<file path="config.mk">
export PLATFORM = sky130hd
export DESIGN_NAME = commit_stage_flat
export DESIGN_NICKNAME = d
export VERILOG_FILES = /design/src/rtl/commit_if.sv /design/src/rtl/commit_stage.sv /design/src/flat_wrapper.sv
export SDC_FILE = /design/constraint.sdc
export NUM_CORES = 1
export LEC_CHECK = 0
export ABC_AREA = 1
export ABC_CLOCK_PERIOD_IN_PS = 1100
export CORE_MARGIN = 5
export CORE_UTILIZATION = 34
export DETAILED_ROUTE_END_ITERATION = 10
export HOLD_SLACK_MARGIN = 0.02
export PLACE_DENSITY = 0.78
export SETUP_SLACK_MARGIN = 0.3
export SLEW_MARGIN = 20
export SYNTH_ARGS = -nofsm -noshare
export SYNTH_HDL_FRONTEND = slang
export SYNTH_SLANG_ARGS = --single-unit
</file>
<file path="constraint.sdc">
create_clock -name clock -period 1.1 [get_ports clock]
set_input_delay 0.22 -clock clock [delete_from_list [all_inputs] [get_ports clock]]
set_output_delay 0.22 -clock clock [all_outputs]
set_load 0.05 [all_outputs]
</file>
<file path="src/rtl/commit_if.sv">
// Commit-stage handshake bundle: ROB head view, stall/ack inputs, and the
// register-file, map-table and store-request outputs of the commit stage.
interface commit_if #(
   parameter int XLEN        = 32,
   parameter int ROB_TAG_LEN = 2
);
   logic                   head_valid;
   logic                   head_ready;
   logic                   head_wr_mem;
   logic [4:0]             head_dest_reg;
   logic [XLEN-1:0]        head_value;
   logic [XLEN-1:0]        head_dest_addr;
   logic [ROB_TAG_LEN-1:0] head_tag;
   logic                   commit_stall;
   logic                   mem_st_ack;

   logic                   retire;
   logic                   rf_wr_en;
   logic [4:0]             rf_wr_idx;
   logic [XLEN-1:0]        rf_wr_data;
   logic                   mt_clr_en;
   logic [4:0]             mt_clr_reg;
   logic [ROB_TAG_LEN-1:0] mt_clr_tag;
   logic                   mem_st_req;
   logic [XLEN-1:0]        mem_st_addr;
   logic [XLEN-1:0]        mem_st_data;

   // Environment side: ROB, stall source and memory drive the stage.
   modport master (
      output head_valid, head_ready, head_wr_mem, head_dest_reg, head_value,
             head_dest_addr, head_tag, commit_stall, mem_st_ack,
      input  retire, rf_wr_en, rf_wr_idx, rf_wr_data, mt_clr_en, mt_clr_reg,
             mt_clr_tag, mem_st_req, mem_st_addr, mem_st_data
   );

   // Commit-stage side.
   modport slave (
      input  head_valid, head_ready, head_wr_mem, head_dest_reg, head_value,
             head_dest_addr, head_tag, commit_stall, mem_st_ack,
      output retire, rf_wr_en, rf_wr_idx, rf_wr_data, mt_clr_en, mt_clr_reg,
             mt_clr_tag, mem_st_req, mem_st_addr, mem_st_data
   );
endinterface

</file>
<file path="src/rtl/commit_stage.sv">
// In-order commit stage: zero-latency ALU retire, registered store request
// with ack wait. Optional statistics counters under COMMIT_STATS_EN.
module commit_stage #(
   parameter int XLEN        = 32,
   parameter int ROB_TAG_LEN = 2
) (
   input  logic        clock,
   input  logic        reset,
`ifdef COMMIT_STATS_EN
   output logic [31:0] retired_count,
   output logic [31:0] store_count,
`endif
   commit_if.slave     cif
);

   typedef enum logic [0:0] {
      IDLE    = 1'b0,
      ST_WAIT = 1'b1
   } state_t;

   state_t                 state_r;
   state_t                 state_nxt_s;

   logic                   head_go_s;
   logic                   st_start_s;
   logic                   st_done_s;
   logic                   retire_s;
   logic                   rf_wr_en_s;
   logic [4:0]             rf_wr_idx_s;
   logic [XLEN-1:0]        rf_wr_data_s;
   logic                   mt_clr_en_s;
   logic [4:0]             mt_clr_reg_s;
   logic [ROB_TAG_LEN-1:0] mt_clr_tag_s;

   logic                   mem_st_req_r;
   logic [XLEN-1:0]        mem_st_addr_r;
   logic [XLEN-1:0]        mem_st_data_r;

   assign head_go_s = cif.head_valid & cif.head_ready & ~cif.commit_stall;

   // Next-state and combinational commit outputs; all forced low under reset.
   always_comb begin
      state_nxt_s  = state_r;
      st_start_s   = 1'b0;
      st_done_s    = 1'b0;
      retire_s     = 1'b0;
      rf_wr_en_s   = 1'b0;
      rf_wr_idx_s  = 5'd0;
      rf_wr_data_s = {XLEN{1'b0}};
      mt_clr_en_s  = 1'b0;
      mt_clr_reg_s = 5'd0;
      mt_clr_tag_s = {ROB_TAG_LEN{1'b0}};
      if (reset) begin
         state_nxt_s = IDLE;
      end else begin
         case (state_r)
            IDLE: begin
               if (head_go_s && cif.head_wr_mem) begin
                  st_start_s  = 1'b1;
                  state_nxt_s = ST_WAIT;
               end else if (head_go_s) begin
                  retire_s = 1'b1;
                  // x0 is hardwired: no RF write and no map-table clear.
                  if (cif.head_dest_reg != 5'd0) begin
                     rf_wr_en_s   = 1'b1;
                     rf_wr_idx_s  = cif.head_dest_reg;
                     rf_wr_data_s = cif.head_value;
                     mt_clr_en_s  = 1'b1;
                     mt_clr_reg_s = cif.head_dest_reg;
                     mt_clr_tag_s = cif.head_tag;
                  end else begin
                     rf_wr_en_s  = 1'b0;
                     mt_clr_en_s = 1'b0;
                  end
               end else begin
                  state_nxt_s = IDLE;
               end
            end
            ST_WAIT: begin
               // Stall is deliberately ignored here: an issued store must finish.
               if (cif.mem_st_ack) begin
                  st_done_s   = 1'b1;
                  retire_s    = 1'b1;
                  state_nxt_s = IDLE;
               end else begin
                  state_nxt_s = ST_WAIT;
               end
            end
            default: begin
               state_nxt_s = IDLE;
            end
         endcase
      end
   end

   // FSM state register.
   always_ff @(posedge clock) begin
      if (reset) begin
         state_r <= IDLE;
      end else begin
         state_r <= state_nxt_s;
      end
   end

   // Store request register: raised on store start, held until acked.
   always_ff @(posedge clock) begin
      if (reset) begin
         mem_st_req_r  <= 1'b0;
         mem_st_addr_r <= {XLEN{1'b0}};
         mem_st_data_r <= {XLEN{1'b0}};
      end else if (st_start_s) begin
         mem_st_req_r  <= 1'b1;
         mem_st_addr_r <= cif.head_dest_addr;
         mem_st_data_r <= cif.head_value;
      end else if (st_done_s) begin
         mem_st_req_r  <= 1'b0;
      end else begin
         mem_st_req_r  <= mem_st_req_r;
      end
   end

`ifdef COMMIT_STATS_EN
   logic [31:0] retired_count_r;
   logic [31:0] store_count_r;

   // Free-running commit statistics, wrapping at 2^32.
   always_ff @(posedge clock) begin
      if (reset) begin
         retired_count_r <= 32'd0;
         store_count_r   <= 32'd0;
      end else begin
         if (retire_s) begin
            retired_count_r <= retired_count_r + 32'd1;
         end else begin
            retired_count_r <= retired_count_r;
         end
         if (st_done_s) begin
            store_count_r <= store_count_r + 32'd1;
         end else begin
            store_count_r <= store_count_r;
         end
      end
   end

   assign retired_count = retired_count_r;
   assign store_count   = store_count_r;
`endif

   assign cif.retire      = retire_s;
   assign cif.rf_wr_en    = rf_wr_en_s;
   assign cif.rf_wr_idx   = rf_wr_idx_s;
   assign cif.rf_wr_data  = rf_wr_data_s;
   assign cif.mt_clr_en   = mt_clr_en_s;
   assign cif.mt_clr_reg  = mt_clr_reg_s;
   assign cif.mt_clr_tag  = mt_clr_tag_s;
   assign cif.mem_st_req  = mem_st_req_r;
   assign cif.mem_st_addr = mem_st_addr_r;
   assign cif.mem_st_data = mem_st_data_r;

endmodule

</file>
<file path="src/flat_wrapper.sv">
// flat-port wrapper written by rule: the top's interface ports become plain ports
module commit_stage_flat 
#(
   parameter int XLEN        = 32,
   parameter int ROB_TAG_LEN = 2
)
  (clock, reset, cif_head_valid, cif_head_ready, cif_head_wr_mem, cif_head_dest_reg, cif_head_value, cif_head_dest_addr, cif_head_tag, cif_commit_stall, cif_mem_st_ack, cif_retire, cif_rf_wr_en, cif_rf_wr_idx, cif_rf_wr_data, cif_mt_clr_en, cif_mt_clr_reg, cif_mt_clr_tag, cif_mem_st_req, cif_mem_st_addr, cif_mem_st_data);
  commit_if #(.XLEN(XLEN), .ROB_TAG_LEN(ROB_TAG_LEN)) cif_i ();
  input  logic clock;
  input  logic reset;
  input wire logic [$bits(cif_i.head_valid)-1:0] cif_head_valid;
  input wire logic [$bits(cif_i.head_ready)-1:0] cif_head_ready;
  input wire logic [$bits(cif_i.head_wr_mem)-1:0] cif_head_wr_mem;
  input wire logic [$bits(cif_i.head_dest_reg)-1:0] cif_head_dest_reg;
  input wire logic [$bits(cif_i.head_value)-1:0] cif_head_value;
  input wire logic [$bits(cif_i.head_dest_addr)-1:0] cif_head_dest_addr;
  input wire logic [$bits(cif_i.head_tag)-1:0] cif_head_tag;
  input wire logic [$bits(cif_i.commit_stall)-1:0] cif_commit_stall;
  input wire logic [$bits(cif_i.mem_st_ack)-1:0] cif_mem_st_ack;
  output wire logic [$bits(cif_i.retire)-1:0] cif_retire;
  output wire logic [$bits(cif_i.rf_wr_en)-1:0] cif_rf_wr_en;
  output wire logic [$bits(cif_i.rf_wr_idx)-1:0] cif_rf_wr_idx;
  output wire logic [$bits(cif_i.rf_wr_data)-1:0] cif_rf_wr_data;
  output wire logic [$bits(cif_i.mt_clr_en)-1:0] cif_mt_clr_en;
  output wire logic [$bits(cif_i.mt_clr_reg)-1:0] cif_mt_clr_reg;
  output wire logic [$bits(cif_i.mt_clr_tag)-1:0] cif_mt_clr_tag;
  output wire logic [$bits(cif_i.mem_st_req)-1:0] cif_mem_st_req;
  output wire logic [$bits(cif_i.mem_st_addr)-1:0] cif_mem_st_addr;
  output wire logic [$bits(cif_i.mem_st_data)-1:0] cif_mem_st_data;
  assign cif_i.head_valid = cif_head_valid;
  assign cif_i.head_ready = cif_head_ready;
  assign cif_i.head_wr_mem = cif_head_wr_mem;
  assign cif_i.head_dest_reg = cif_head_dest_reg;
  assign cif_i.head_value = cif_head_value;
  assign cif_i.head_dest_addr = cif_head_dest_addr;
  assign cif_i.head_tag = cif_head_tag;
  assign cif_i.commit_stall = cif_commit_stall;
  assign cif_i.mem_st_ack = cif_mem_st_ack;
  assign cif_retire = cif_i.retire;
  assign cif_rf_wr_en = cif_i.rf_wr_en;
  assign cif_rf_wr_idx = cif_i.rf_wr_idx;
  assign cif_rf_wr_data = cif_i.rf_wr_data;
  assign cif_mt_clr_en = cif_i.mt_clr_en;
  assign cif_mt_clr_reg = cif_i.mt_clr_reg;
  assign cif_mt_clr_tag = cif_i.mt_clr_tag;
  assign cif_mem_st_req = cif_i.mem_st_req;
  assign cif_mem_st_addr = cif_i.mem_st_addr;
  assign cif_mem_st_data = cif_i.mem_st_data;
  commit_stage #(.XLEN(XLEN), .ROB_TAG_LEN(ROB_TAG_LEN)) u_core (.clock(clock), .reset(reset), .cif(cif_i));
endmodule
</file>
==> results of run 1 <==
-- path summary, 6_finish.rpt --
check / startpoint / endpoint / slack [ns]
worst max-delay path: u_core.state_r$_SDFF_PP0_ / cif_rf_wr_data[4] / -0.76
worst min-delay path: reset / u_core.cif.mem_st_req$_SDFFE_PP0P_ / 0.39
worst max register to register: u_core.state_r$_SDFF_PP0_ / u_core.cif.mem_st_data[13]$_SDFFE_PP0P_ / -0.68
worst min register to register: u_core.cif.mem_st_req$_SDFFE_PP0P_ / u_core.cif.mem_st_req$_SDFFE_PP0P_ / 0.52
-- placed cells by master, fill, tap and decap left out, drive strengths merged, types with 2 or more instances in the layout --
cell / n
clkbuf: 18
inv: 107
nor2: 171
dlymetal6s2s: 2
dfxtp: 66
nand2: 135
clkdlybuf4s50: 67
dlygate4sd2: 8
buf: 188
-- cell usage after synthesis, drive strengths merged --
master	instances
clkbuf	1
o22ai	1
a21oi	1
inv	108
dfxtp	66
nor2	171
nand2	134
nand3	1
nand3b	1
o21ai	1
nand4	1
buf	29
-- cell type report --
class / instances / area [um2] / share of cell area
sequential: 66 / 1416 / 0.1685
inverter: 108 / 416.7 / 0.04956
tap: 108 / 135.1 / 0.01607
clock buffer: 14 / 192.7 / 0.02292
multi-input combinational: 312 / 2132 / 0.2536
antenna: 1 / 2.502 / 0.0002977
clock inverter: 1 / 30.03 / 0.003572
timing repair buffer: 269 / 4081 / 0.4855
-- logic make-up (layout without fill, tap and decap cells) --
family	Yosys count	in the layout	share of synthesized area
simple gates	308	309	0.3767
other cells	0	1	0
flops	66	66	0.4268
compound gates	3	3	0.005253
buf+inv	138	392	0.1912
-- what timing repair did --
| action | 4_1_cts | 5_1_grt |
|---|---|---|
| cloned | 13 | 4 |
| gates resized for setup | 103 | 143 |
| pin swaps | 11 | 55 |
| setup buffers | 18 | 15 |
| endpoints found under the setup margin | 178 | 178 |
-- routing by layer --
metal / part of all wire / vias up
met5: 0 / -
met4: 0.072 / 0
met3: 0.065 / 115
met2: 0.53 / 287
met1: 0.33 / 2194
li1: - / 1941
-- worst max-delay path, cell delays in order (launching register included) --
cell and delay, ns:
dfxtp_2 0.35, inv_2 0.07, nand3_2 0.08, nor2_4 0.17, nand2_8 0.13, buf_12 0.19
nor2_4 0.15, buf_12 0.16
-- through the flow --
stage / setup TNS [ns] / cells / power, mW
floorplan: -13.84 / 515 / 3.300
finish: -68.78 / 879 / 7.044
global route: -74.03 / 879 / 7.221
CTS: -49.40 / 859 / 6.617
detailed placement: -69.68 / 813 / 4.188
global placement: -64.37 / 813 / 4.148
-- registers in the layout (all words and copies together) (netlist names) --
signal	count
u_core.cif.mem_st_addr	32
u_core.cif.mem_st_data	32
u_core.cif.mem_st_req	1
u_core.state_r	1
-- where the power goes --
group	switching [mW]	internal [mW]
Sequential	0.104	2.48
Clock	1.04	1.35
Combinational	1.08	0.988
==> results by group, run 1 <==
Synthesis
  • Mean post-synth cell area: about 6 um2
  • Top cell type's share of synthesized area: 0.4268
  • Syn Nets: approximately 590
  • Unique masters post-synth: 17
  • Synth warnings: 0
  • Top cells by area, synth: dfxtp_1 43%, nor2_1 21%, nand2_1 16%
  • Leading area contributor after synthesis: dfxtp_1
  • Cells after synthesis: around 500
  • Seq/Total Area, Yosys: 0.4268
  • Post-Synthesis Cell Area: roughly 3100 um2
  • FF+latch count, synth: 66

Placed design
  • Placed cell area: 6724 um2
  • PortBufs: 189
  • Post-DP HPWL: ~8600 um
  • Dpl ws: -0.7489 ns
  • RePlAce Congestion: 0.7521

Floorplan
  • Num rows: 34
  • Core area: just under 9000 um2
  • Initial Util: 0.3515
  • Boundary Pins: 190
  • Die area: ~11,000 um2
  • Die height: about 110 um
  • Die Span X: roughly 110 um

Route
  • DR iter-0 viols: between 200 and 250
  • Via count: 4,537
  • Wire per inst: between 20 and 25 um
  • First drt pass iteration count: 7
  • Final WL: 20,960 um
  • DRC: 0
  • Vias per std cell: 5.162
  • Number of routed nets with antenna violations: 0

Clock tree
  • Worst-case clock buffer depth: 2
  • Clock tree root buffer cell: clkbuf_8
  • CTS Sinks: 66
  • Clk Latency, worst-skew pair: 0.35 ns
  • Total CTS buffers: 9
  • # hold bufs at CTS: 0
  • Clock-pin transition on the worst setup and hold timing paths: 0.08 ns
  • H-tree depth: 3
  • TritonCTS clock tree: built

Power and ir drop
  • P_leak: about 3.8 nW
  • Pwr per Cell Area: around 840 nW/um2
  • VDD IR max: 0.7668 mV

Layout
  • Finished Cell Area: ~8400 um2
  • Fill cells: approximately 220
  • Layout cells sized above 1: 0.6039
  • Area grow syn2layout: 171.6%
  • # nets final: about 840
  • Fin util: 0.9547

Global routing
  • Met1 Usage GRT: 0.2753
  • Met3 Track Usage GR: 0.06907
  • Initial antenna violation count: 1
  • First-pass GRT wire length: 22,820 um
  • Met2 usage: 0.4977
  • GRT busiest layer: met2
  • Grt total ovfl: 0
  • Vias in the first global route: 4,168
  • Gr usage total: 0.2634
  • Largest net degree at the start of global routing: 66

Timing
  • Worst-margin pin slew: approximately 0.94 ns
  • RSZ-0062 raised after global routing: true
  • Normalized max-slew margin: 0.3701
  • Final Max Tran Viols: 0
  • Highest achievable clock rate: approximately 540 MHz
  • Final setup margin: -0.7612 ns
  • Tcrit/Tclk final: 1.692
  • Final Skew: 0.01390 ns
  • Hold Vio Cnt, Final: 0
  • Fin Hold WS: 0.3923 ns
  • Final Critical Period: 1.861 ns
  • Final setup fails: 114

Worst hold path
  • Hold path depth: 3
  • Hold WC Path Type: in2reg

Setup path
  • Worst-path maximum fanout: 8
  • Number of cells on the worst reg-to-reg path: 11
  • Critical path capture point type: output pin
  • Arr. time, crit path: 1.64 ns
  • Setup Crit Path Kind: reg2out
  • Worst setup SP type: flip-flop
  • Critical Path RT: 0.88 ns

Outcome
  • Violated checks: setup timing
  • Status: complete, but fails checks

Flow run
  • MaxCap Viol Count: 0
Power figures use the tool's default switching activity.
==> inputs of run 2 (changes only) <==
Settings changed: ABC_CLOCK_PERIOD_IN_PS 1100 to default.
==> results of run 2 <==
Final layout, timing and power as in run 1 (identical DEF).
